$ cat config.mk
export PLATFORM = sky130hd
export DESIGN_NAME = alu_mc_flat
export DESIGN_NICKNAME = d
export VERILOG_FILES = /design/src/rtl/alu_mc_pkg.sv /design/src/rtl/alu_mc_if.sv /design/src/rtl/alu_mc_mul_div_iter.sv /design/src/rtl/alu_mc.sv /design/src/flat_wrapper.sv
export SDC_FILE = /design/constraint.sdc
export NUM_CORES = 2
export LEC_CHECK = 0
export CELL_PAD_IN_SITES_DETAIL_PLACEMENT = 0
export CELL_PAD_IN_SITES_GLOBAL_PLACEMENT = 2
export CORE_MARGIN = 4
export CORE_UTILIZATION = 25
export CTS_CLUSTER_SIZE = 16
export DETAILED_ROUTE_END_ITERATION = 16
export GPL_TIMING_DRIVEN = 0
export PLACE_DENSITY_LB_ADDON = 0.05
export RECOVER_POWER = 100
export SLEW_MARGIN = 20
export SYNTH_ARGS = -nofsm -noshare
export SYNTH_HDL_FRONTEND = slang
export SYNTH_SLANG_ARGS = --single-unit
$ cat constraint.sdc
create_clock -name clk -period 5.4 [get_ports clk]
set_input_delay 1.08 -clock clk [delete_from_list [all_inputs] [get_ports clk]]
set_output_delay 1.08 -clock clk [all_outputs]
set_load 0.005 [all_outputs]
$ cat src/rtl/alu_mc_pkg.sv
// Opcode constants and operand-signedness decode shared by the alu_mc execute unit.
// Base-op codes (ALU_*) and M-extension codes (MUL_*/DIV_*) are both indexed by funct3.
package alu_mc_pkg;

   localparam logic [2:0] ALU_ADD  = 3'b000;
   localparam logic [2:0] ALU_SLL  = 3'b001;
   localparam logic [2:0] ALU_SLT  = 3'b010;
   localparam logic [2:0] ALU_SLTU = 3'b011;
   localparam logic [2:0] ALU_XOR  = 3'b100;
   localparam logic [2:0] ALU_SRL  = 3'b101;
   localparam logic [2:0] ALU_OR   = 3'b110;
   localparam logic [2:0] ALU_AND  = 3'b111;

   localparam logic [2:0] MUL_MUL    = 3'b000;
   localparam logic [2:0] MUL_MULH   = 3'b001;
   localparam logic [2:0] MUL_MULHSU = 3'b010;
   localparam logic [2:0] MUL_MULHU  = 3'b011;
   localparam logic [2:0] DIV_DIV    = 3'b100;
   localparam logic [2:0] DIV_DIVU   = 3'b101;
   localparam logic [2:0] DIV_REM    = 3'b110;
   localparam logic [2:0] DIV_REMU   = 3'b111;

   localparam logic [6:0] F7_MULDIV = 7'b0000001;

   // rs1 is treated as two's complement for these M ops
   function automatic logic op_a_signed(input logic [2:0] f3);
      return (f3 == MUL_MUL) || (f3 == MUL_MULH) || (f3 == MUL_MULHSU) ||
             (f3 == DIV_DIV) || (f3 == DIV_REM);
   endfunction

   function automatic logic op_b_signed(input logic [2:0] f3);
      return (f3 == MUL_MUL) || (f3 == MUL_MULH) ||
             (f3 == DIV_DIV) || (f3 == DIV_REM);
   endfunction

endpackage

$ cat src/rtl/alu_mc_if.sv
// Request/response bundle between operand fetch, the alu_mc execute unit and writeback.
interface alu_mc_if #(parameter int XLEN = 32) ();

   logic            in_valid;
   logic            in_ready;
   logic [6:0]      fun7;
   logic [2:0]      fun3;
   logic [XLEN-1:0] rs1;
   logic [XLEN-1:0] rs2;
   logic            out_valid;
   logic            out_ready;
   logic [XLEN-1:0] res;
   logic            zero;
   logic            neg;

   modport master (
      output in_valid, fun7, fun3, rs1, rs2, out_ready,
      input  in_ready, out_valid, res, zero, neg
   );

   modport slave (
      input  in_valid, fun7, fun3, rs1, rs2, out_ready,
      output in_ready, out_valid, res, zero, neg
   );

endinterface

$ cat src/rtl/alu_mc_mul_div_iter.sv
// Iterative M-extension unit: shift-add multiply and restoring divide on magnitudes,
// one step per cycle for exactly XLEN cycles, with the sign fix-up applied on the output.
module alu_mc_mul_div_iter
   import alu_mc_pkg::*;
#(
   parameter int XLEN = 32
) (
   input  logic            clk,
   input  logic            reset_n,
   input  logic            start,
   input  logic [2:0]      op,
   input  logic [XLEN-1:0] a,
   input  logic [XLEN-1:0] b,
   output logic            done,
   output logic [XLEN-1:0] result
);

   localparam int CW = $clog2(XLEN);

   logic [CW-1:0]     cnt_q;
   logic              active_q;
   logic [2:0]        op_q;
   logic              neg_q;
   logic              neg_r_q;
   logic              b_zero_q;
   logic [XLEN-1:0]   a_q;
   logic [2*XLEN-1:0] acc_q;
   logic [2*XLEN-1:0] mcand_q;
   logic [XLEN-1:0]   mplier_q;
   logic [XLEN-1:0]   quo_q;
   logic [XLEN-1:0]   dvsr_q;
   logic [XLEN-1:0]   rem_q;

   logic              a_neg;
   logic              b_neg;
   logic [XLEN-1:0]   a_mag;
   logic [XLEN-1:0]   b_mag;
   logic [XLEN:0]     rem_shift;
   logic [XLEN:0]     diff;
   logic [2*XLEN-1:0] prod;
   logic [XLEN-1:0]   quo_s;
   logic [XLEN-1:0]   rem_s;

   always_comb begin
      a_neg     = op_a_signed(op) & a[XLEN-1];
      b_neg     = op_b_signed(op) & b[XLEN-1];
      a_mag     = a_neg ? -a : a;
      b_mag     = b_neg ? -b : b;
      rem_shift = {rem_q, quo_q[XLEN-1]};
      diff      = rem_shift - {1'b0, dvsr_q};
   end

   // Both datapaths step every active cycle; op_q picks which one is reported.
   always_ff @(posedge clk or negedge reset_n) begin
      if (!reset_n) begin
         cnt_q    <= '0;
         active_q <= 1'b0;
         op_q     <= '0;
         neg_q    <= 1'b0;
         neg_r_q  <= 1'b0;
         b_zero_q <= 1'b0;
         a_q      <= '0;
         acc_q    <= '0;
         mcand_q  <= '0;
         mplier_q <= '0;
         quo_q    <= '0;
         dvsr_q   <= '0;
         rem_q    <= '0;
      end else if (start) begin
         cnt_q    <= CW'(XLEN-1);
         active_q <= 1'b1;
         op_q     <= op;
         neg_q    <= a_neg ^ b_neg;
         neg_r_q  <= a_neg;
         b_zero_q <= (b == '0);
         a_q      <= a;
         acc_q    <= '0;
         mcand_q  <= {{XLEN{1'b0}}, a_mag};
         mplier_q <= b_mag;
         quo_q    <= a_mag;
         dvsr_q   <= b_mag;
         rem_q    <= '0;
      end else if (active_q) begin
         if (cnt_q == '0) begin
            active_q <= 1'b0;
         end else begin
            cnt_q <= cnt_q - 1'b1;
         end
         if (mplier_q[0]) begin
            acc_q <= acc_q + mcand_q;
         end
         mcand_q  <= mcand_q << 1;
         mplier_q <= mplier_q >> 1;
         if (!diff[XLEN]) begin
            rem_q <= diff[XLEN-1:0];
            quo_q <= {quo_q[XLEN-2:0], 1'b1};
         end else begin
            rem_q <= rem_shift[XLEN-1:0];
            quo_q <= {quo_q[XLEN-2:0], 1'b0};
         end
      end
   end

   assign done = active_q && (cnt_q == '0);

   always_comb begin
      prod   = neg_q ? -acc_q : acc_q;
      quo_s  = neg_q ? -quo_q : quo_q;
      rem_s  = neg_r_q ? -rem_q : rem_q;
      result = '0;
      case (op_q)
         MUL_MUL:    result = prod[XLEN-1:0];
         MUL_MULH,
         MUL_MULHSU,
         MUL_MULHU:  result = prod[2*XLEN-1:XLEN];
         DIV_DIV,
         DIV_DIVU:   result = b_zero_q ? '1 : quo_s;
         DIV_REM,
         DIV_REMU:   result = b_zero_q ? a_q : rem_s;
         default:    result = '0;
      endcase
   end

endmodule

$ cat src/rtl/alu_mc.sv
// Multi-cycle execute unit: single-cycle RV base ops, XLEN-cycle M-extension ops,
// valid/ready on both sides with no overlap between requests.
//
//   state | meaning
//   IDLE  | ready for a request, in_ready high
//   CALC  | M op iterating in alu_mc_mul_div_iter
//   DONE  | result presented, waiting for out_ready
module alu_mc
   import alu_mc_pkg::*;
#(
   parameter int XLEN = 32
) (
   input logic    clk,
   input logic    reset_n,
   alu_mc_if.slave bus
);

   localparam int SW = $clog2(XLEN);

   typedef enum logic [1:0] {
      IDLE = 2'd0,
      CALC = 2'd1,
      DONE = 2'd2
   } state_t;

   state_t                 state_q;
   state_t                 state_d;
   logic                   accept;
   logic                   start;
   logic                   is_m;
   logic                   is_m_q;
   logic                   have_res_q;
   logic                   iter_done;
   logic [SW-1:0]          shamt;
   logic signed [XLEN-1:0] sra_res;
   logic [XLEN-1:0]        alu_res;
   logic [XLEN-1:0]        res_q;
   logic [XLEN-1:0]        iter_res;
   logic [XLEN-1:0]        res;

   assign is_m    = (bus.fun7 == F7_MULDIV);
   assign shamt   = bus.rs2[SW-1:0];
   // Kept as its own signed assignment so the shift stays arithmetic.
   assign sra_res = $signed(bus.rs1) >>> shamt;

   always_comb begin
      alu_res = '0;
      case (bus.fun3)
         ALU_ADD:  alu_res = bus.fun7[5] ? (bus.rs1 - bus.rs2) : (bus.rs1 + bus.rs2);
         ALU_SLL:  alu_res = bus.rs1 << shamt;
         ALU_SLT:  alu_res = {{(XLEN-1){1'b0}}, ($signed(bus.rs1) < $signed(bus.rs2))};
         ALU_SLTU: alu_res = {{(XLEN-1){1'b0}}, (bus.rs1 < bus.rs2)};
         ALU_XOR:  alu_res = bus.rs1 ^ bus.rs2;
         ALU_SRL:  alu_res = bus.fun7[5] ? sra_res : (bus.rs1 >> shamt);
         ALU_OR:   alu_res = bus.rs1 | bus.rs2;
         ALU_AND:  alu_res = bus.rs1 & bus.rs2;
         default:  alu_res = '0;
      endcase
   end

   always_comb begin
      state_d = state_q;
      accept  = 1'b0;
      start   = 1'b0;
      case (state_q)
         IDLE: begin
            if (bus.in_valid) begin
               accept  = 1'b1;
               start   = is_m;
               state_d = is_m ? CALC : DONE;
            end
         end
         CALC: begin
            if (iter_done) state_d = DONE;
         end
         DONE: begin
            if (bus.out_ready) state_d = IDLE;
         end
         default: state_d = IDLE;
      endcase
   end

   always_ff @(posedge clk or negedge reset_n) begin
      if (!reset_n) begin
         state_q    <= IDLE;
         is_m_q     <= 1'b0;
         res_q      <= '0;
         have_res_q <= 1'b0;
      end else begin
         state_q <= state_d;
         if (accept) begin
            is_m_q <= is_m;
            if (!is_m) res_q <= alu_res;
         end
         if (state_d == DONE) have_res_q <= 1'b1;
      end
   end

   alu_mc_mul_div_iter #(.XLEN(XLEN)) u_iter (
      .clk     (clk),
      .reset_n (reset_n),
      .start   (start),
      .op      (bus.fun3),
      .a       (bus.rs1),
      .b       (bus.rs2),
      .done    (iter_done),
      .result  (iter_res)
   );

   // Iterator registers freeze once finished, so the mux output is stable through DONE.
   assign res           = is_m_q ? iter_res : res_q;
   assign bus.res       = res;
   assign bus.zero      = have_res_q && (res == '0);
   assign bus.neg       = res[XLEN-1];
   assign bus.in_ready  = (state_q == IDLE);
   assign bus.out_valid = (state_q == DONE);

endmodule

$ cat src/flat_wrapper.sv
// flat-port wrapper written by rule: the top's interface ports become plain ports
module alu_mc_flat import alu_mc_pkg::*;
#(
   parameter int XLEN = 32
)
  (clk, reset_n, bus_in_valid, bus_fun7, bus_fun3, bus_rs1, bus_rs2, bus_out_ready, bus_in_ready, bus_out_valid, bus_res, bus_zero, bus_neg);
  alu_mc_if #(.XLEN(XLEN)) bus_i ();
  input logic clk;
  input logic reset_n;
  input wire logic [$bits(bus_i.in_valid)-1:0] bus_in_valid;
  input wire logic [$bits(bus_i.fun7)-1:0] bus_fun7;
  input wire logic [$bits(bus_i.fun3)-1:0] bus_fun3;
  input wire logic [$bits(bus_i.rs1)-1:0] bus_rs1;
  input wire logic [$bits(bus_i.rs2)-1:0] bus_rs2;
  input wire logic [$bits(bus_i.out_ready)-1:0] bus_out_ready;
  output wire logic [$bits(bus_i.in_ready)-1:0] bus_in_ready;
  output wire logic [$bits(bus_i.out_valid)-1:0] bus_out_valid;
  output wire logic [$bits(bus_i.res)-1:0] bus_res;
  output wire logic [$bits(bus_i.zero)-1:0] bus_zero;
  output wire logic [$bits(bus_i.neg)-1:0] bus_neg;
  assign bus_i.in_valid = bus_in_valid;
  assign bus_i.fun7 = bus_fun7;
  assign bus_i.fun3 = bus_fun3;
  assign bus_i.rs1 = bus_rs1;
  assign bus_i.rs2 = bus_rs2;
  assign bus_i.out_ready = bus_out_ready;
  assign bus_in_ready = bus_i.in_ready;
  assign bus_out_valid = bus_i.out_valid;
  assign bus_res = bus_i.res;
  assign bus_zero = bus_i.zero;
  assign bus_neg = bus_i.neg;
  alu_mc #(.XLEN(XLEN)) u_core (.clk(clk), .reset_n(reset_n), .bus(bus_i));
endmodule
# After elaboration in Yosys (flattened, before gate mapping)
# Cells that the tools add are included.
# totals
word_cells,120
ff_bits,336
inputBits,78
out_inout_bits,36
# classes
eq_ne,19
n_addsub,10
muxes,40
n_bitwise,7
shift,3
n_reduce_logical,22
n_lt_le_gt_ge,2
# op_table
op,count
$mux 32,16
$mux 64,6
$pmux 32 s8,1
$neg 32->32,4
$pmux 32 s4,1
$add 64x64->64,1
$logic_not 32->1,2
$lt 32x32->1,2
$neg 64->64,1
$sub 33x32->33,1
$add 32x32->32,1
$and 32x32->32,1
$or 32x32->32,1
$shl 32x5->32,1
$shr 32x5->32,1
$sshr 32x5->32,1
$sub 32x32->32,1
$xor 32x32->32,1
$eq 3x3->1 const B,8
$mux 5,3
$eq 3x2->1 const B,4
$mux 1,8
$mux 2,4
$eq 7x1->1 const B,1
18 further kinds,32

# Depth between registers and ports, before layout
# depth
ltp_word,8
ltp_mapped,16
ltp_nobuf,15

# By module
# A second synthesis with hierarchy kept.
# hier_totals
hier_cells,4225
area_unflattened_um2,33364.5
# modules_own_cells
mod,cells_each,seq_area_each_um2,area_per_inst_um2,instances
alu_mc_mul_div_iter,2782,7507.2,22845.7,1
alu_mc,1443,900.9,10518.8,1

# Worst setup path after synthesis
# Ideal clock, no wire load.
# synth_path
path_kind,in2reg
startpoint,in bus_rs2[2]
endpoint,reg u_core.res_q[0]
stages,15
n_path_buf,3
required_time_ns,5.333
slack_ns,0.634
setup_time_ns,0.067
arrival_ns,4.699
cell_sequence,clkbuf_1 -> inv_2 -> buf_1 -> buf_1 -> ha_1 -> nor2_1 -> o311a_1 -> o2111ai_1 -> nand4_1 -> and4_1 -> o41ai_1 -> o41a_1 -> nand2_1 -> a2111oi_0 -> o32a_1
# synth_via
elab_chain_cells,3
word_cells_on_any_way,7
classes_between,2 x order compare; 3 x shift; 2 x mux
# synth_lines
element,line_no,text
"start, declared",flat_wrapper.sv:14,input wire logic [$bits(bus_i.rs2)-1:0] bus_rs2;
"parallel branches: the longest is 2 deep, another holds $lt 32x32->1",-,
$pmux 32 s8 *,alu_mc.sv:48,case (bus.fun3)
"end signal, assigned",alu_mc.sv:93,if (!is_m) res_q <= alu_res;
"end, declared",alu_mc.sv:37,logic [XLEN-1:0] res_q;
# Mark *: on every way between the ends.
# A chain may end at the register's enable or synchronous reset.

# Final worst setup path
# layout_path
startpoint,reg u_core.u_iter.acc_q[9]
endpoint,out bus_zero
# layout_via
elab_chain_cells,6
# layout_lines
element,line_no,text
"start, declared",alu_mc_mul_div_iter.sv:27,logic [2*XLEN-1:0] acc_q;
"start signal, assigned",alu_mc_mul_div_iter.sv:90,acc_q <= acc_q + mcand_q;
$neg 64->64,alu_mc_mul_div_iter.sv:107,prod = neg_q ? -acc_q : acc_q;
$mux 64 *,alu_mc_mul_div_iter.sv:107,
$pmux 32 s4 *,alu_mc_mul_div_iter.sv:111,case (op_q)
$mux 32 *,alu_mc.sv:111,assign res = is_m_q ? iter_res : res_q;
$logic_not 32->1 *,alu_mc.sv:113,assign bus.zero = have_res_q && (res == '0);
$logic_and 1x1->1 *,alu_mc.sv:113,
"end, declared",flat_wrapper.sv:19,output wire logic [$bits(bus_i.zero)-1:0] bus_zero;
# Mark *: on every way between the ends. The rest lies on a longest branch, timed or not.

==> results.txt <==
Status: finished, violations left
Failing checks: capacitance limit, slew limit, setup timing
Place WS: -1.97 ns
Total gr overflow: 0
Type of the most critical hold path: flip-flop to flip-flop
Skew final: 0.0401 ns
Worst slew margin: -65.6%
Synthesized Nets: 4,472
Synthesized area per cell: 7.72 um2
Critical path class: flip-flop to primary output
Worst-path clk slew: 0.06 ns
Vias: 34,000
Most common flop cell mapped by yosys: dfrtp_1
Port bufs: 112
Yosys warns: 0
Num ports: 114
Clk buf depth: 3
# nets final: 4,685
Area Growth Syn to Fin: 19.8%
P per Cell Area: 520 mW/mm2
CP arrival: 4.79 ns
Drt drc: 0
First-pass GRT wire length: 270 mm
Peak VDD IR: 0.224 mV
Fillers: 14,100
Routability cong.: 0.991
Initial cell density of the core: 25.3%
Antenna violations before repair: 5
Tot GR Track Use: 27.7%
# H-tree levels: 2
Register bit total from synthesis: 336
Clock Latency Late Sink: 0.65 ns
Max cap viols: 2
Total Power: 20.2 mW
DR WL/cell: 31.5 um
Die Y: 368 um
Largest net degree at the start of global routing: 88
Post-route ant nets: 0
Most frequent cells in the layout: 437 x o21ai_0, 418 x a21oi_1, 411 x nor2_1
RSZ-0062 raised after global routing: yes
DIE AREA: 0.135 mm2
Vias per cell: 5.51
DR iter-0 viols: 2,758
CTS Root Cell: clkbuf_16
Seq/Total Area, Yosys: 26.0%
Final min period: 5.87 ns
Num rows: 131
Count of cell types in the netlist: 86
CP Capture Type: primary output
Die width: 368 um
Final WS setup: -0.470 ns
Slew of the pin with the lowest slew margin: 2.48 ns
Hold Fails Final Rpt: 0
Multi-input logic area: 0.0231 mm2
Post-synth EDFFs: 0
Mapped Area: 0.0324 mm2
CP max FO: 5
Final period util: 109%
Sequential cell area: 0.00844 mm2
TritonCTS clock tree: yes
Detailed Route WL: 195 mm
Worst endpoint required time: 4.32 ns
Vias in the first global route: 33,800
DP Wirelength: 158 mm
Commonest non-fill, non-tap cell in the layout: o21ai_0
Non-filler cells, final: 6,174
Final Slew Violations: 52
Placed insts: 6,037
Mapped Cells: 4,192
Crit start category: flip-flop
Core region area: 0.128 mm2
Final-report setup violation count: 26
Num CTS Buffers: 48
Final Core Density: 30.3%
Share of synthesized registers carrying an async set or reset: 100%
LEAKAGE: 15.2 nW
Number of detailed-route iterations in the first pass: 6
Layout cells sized above 1: 9.05%
Sink Count: 336
Max Freq: 170 MHz
[state kept, by name, summed over array words and instances, names as in the netlist]
signal                  flops
u_core.u_iter.a_q          32
u_core.u_iter.neg_r_q       1
u_core.u_iter.mcand_q      64
u_core.u_iter.dvsr_q       32
u_core.u_iter.op_q          3
u_core.u_iter.b_zero_q      1
u_core.state_q              2
u_core.res_q               32
u_core.is_m_q               1
u_core.u_iter.active_q      1
u_core.u_iter.neg_q         1
u_core.u_iter.mplier_q     32
u_core.u_iter.quo_q        32
u_core.u_iter.acc_q        64
u_core.have_res_q           1
u_core.u_iter.rem_q        32
u_core.u_iter.cnt_q         5
[kinds of logic (layout without fill, tap and decap cells)]
logic type	count (synthesis)	count (layout)	share of synthesized area, %
multiplexers	236	236	8.31
flip-flops	336	336	26.0
adder cells (fa/ha/maj)	202	202	7.90
AO/OA/AOI/OAI	1427	1427	27.1
XOR/XNOR	269	269	7.28
buffers and inverters	457	707	5.34
other	0	3	0
AND/OR/NAND/NOR	1265	1265	18.1
[critical path: stages, from the launching register on]
cell,delay [ns]
dfrtp_1,0.47
or3_1,0.43
or4_4,0.59
nor3_4,0.30
nand4_1,0.20
or4_4,0.51
buf_6,0.15
nand2_4,0.07
xor2_4,0.21
o2111ai_4,0.22
o21a_4,0.21
nor4_1,0.33
and4_4,0.35
buf_6,0.12
[cell type report]
class,count,area share (%)
clock buffer,66,3.56
sequential,336,21.8
antenna,3,0.0194
tap,1729,5.58
inverter,186,1.86
multi-input combinational,3399,59.5
timing repair buffer,173,4.25
buffer,261,2.69
clock inverter,21,0.781
[synthesized netlist by cell type, types with 65 or more instances]
library cell	number	area (um2)
o21ai_0	446	2230
xnor2_1	186	1630
xor2_1	83	727
a21oi_1	429	2150
a211oi_1	68	510
clkbuf_1	230	863
mux2i_1	195	1950
nor3_1	65	325
inv_1	178	668
ha_1	198	2480
nor2_1	415	1560
nand2_1	396	1490
dfrtp_1	336	8410
[report_power, final]
part           internal [mW]  switching, mW
logic                   4.33           7.10
clock network           2.12           1.38
registers               3.46           1.78
total                   9.91           10.3
[through the flow]
step                      hold WS, ns  area (um2)  setup TNS [ns]
final                           0.480       38800           -3.42
after global routing            0.500       38800          -27.25
after CTS                       0.325       38400           -2.64
after detailed placement        0.466       35800          -84.62
after global placement          0.461       35600        -4688.74
after floorplan                 0.441       32400               0
[metal layers]
metal  share of wire (%)  wire length (um)  GRT usage [%]  up-vias
met5                   0                 0              0        -
met4                 4.6              9050           11.0        0
met3                 4.2              8180           2.69      246
met1                  44             86600           36.6    17000
li1                    -                 -              -    15700
met2                  47             91000           46.4     1011
[path summary, 6_finish.rpt]
kind                                             from                    endpoint  slack [ns]  cells past startpoint
min in group asynchronous                     reset_n     u_core.u_iter.acc_q[56]        1.22                      1
min reg2reg                u_core.u_iter.mplier_q[31]  u_core.u_iter.mplier_q[31]        0.48                      1
max reg2reg                    u_core.u_iter.rem_q[8]      u_core.u_iter.rem_q[2]        0.24                     13
min                        u_core.u_iter.mplier_q[31]  u_core.u_iter.mplier_q[31]        0.48                      1
max in group asynchronous                     reset_n         u_core.u_iter.neg_q        0.67                      4
max                            u_core.u_iter.acc_q[9]                    bus_zero       -0.47                     13
[what timing repair did]
item | 4_1_cts | 5_1_grt
resized for setup | 206 | 85
hold buffers | 0 | 0
endpoints found under the setup margin | 77 | 63
pin swaps | 32 | 23
buffers inserted | 37 | 21
No activity file was read; power rests on OpenSTA's default activity.
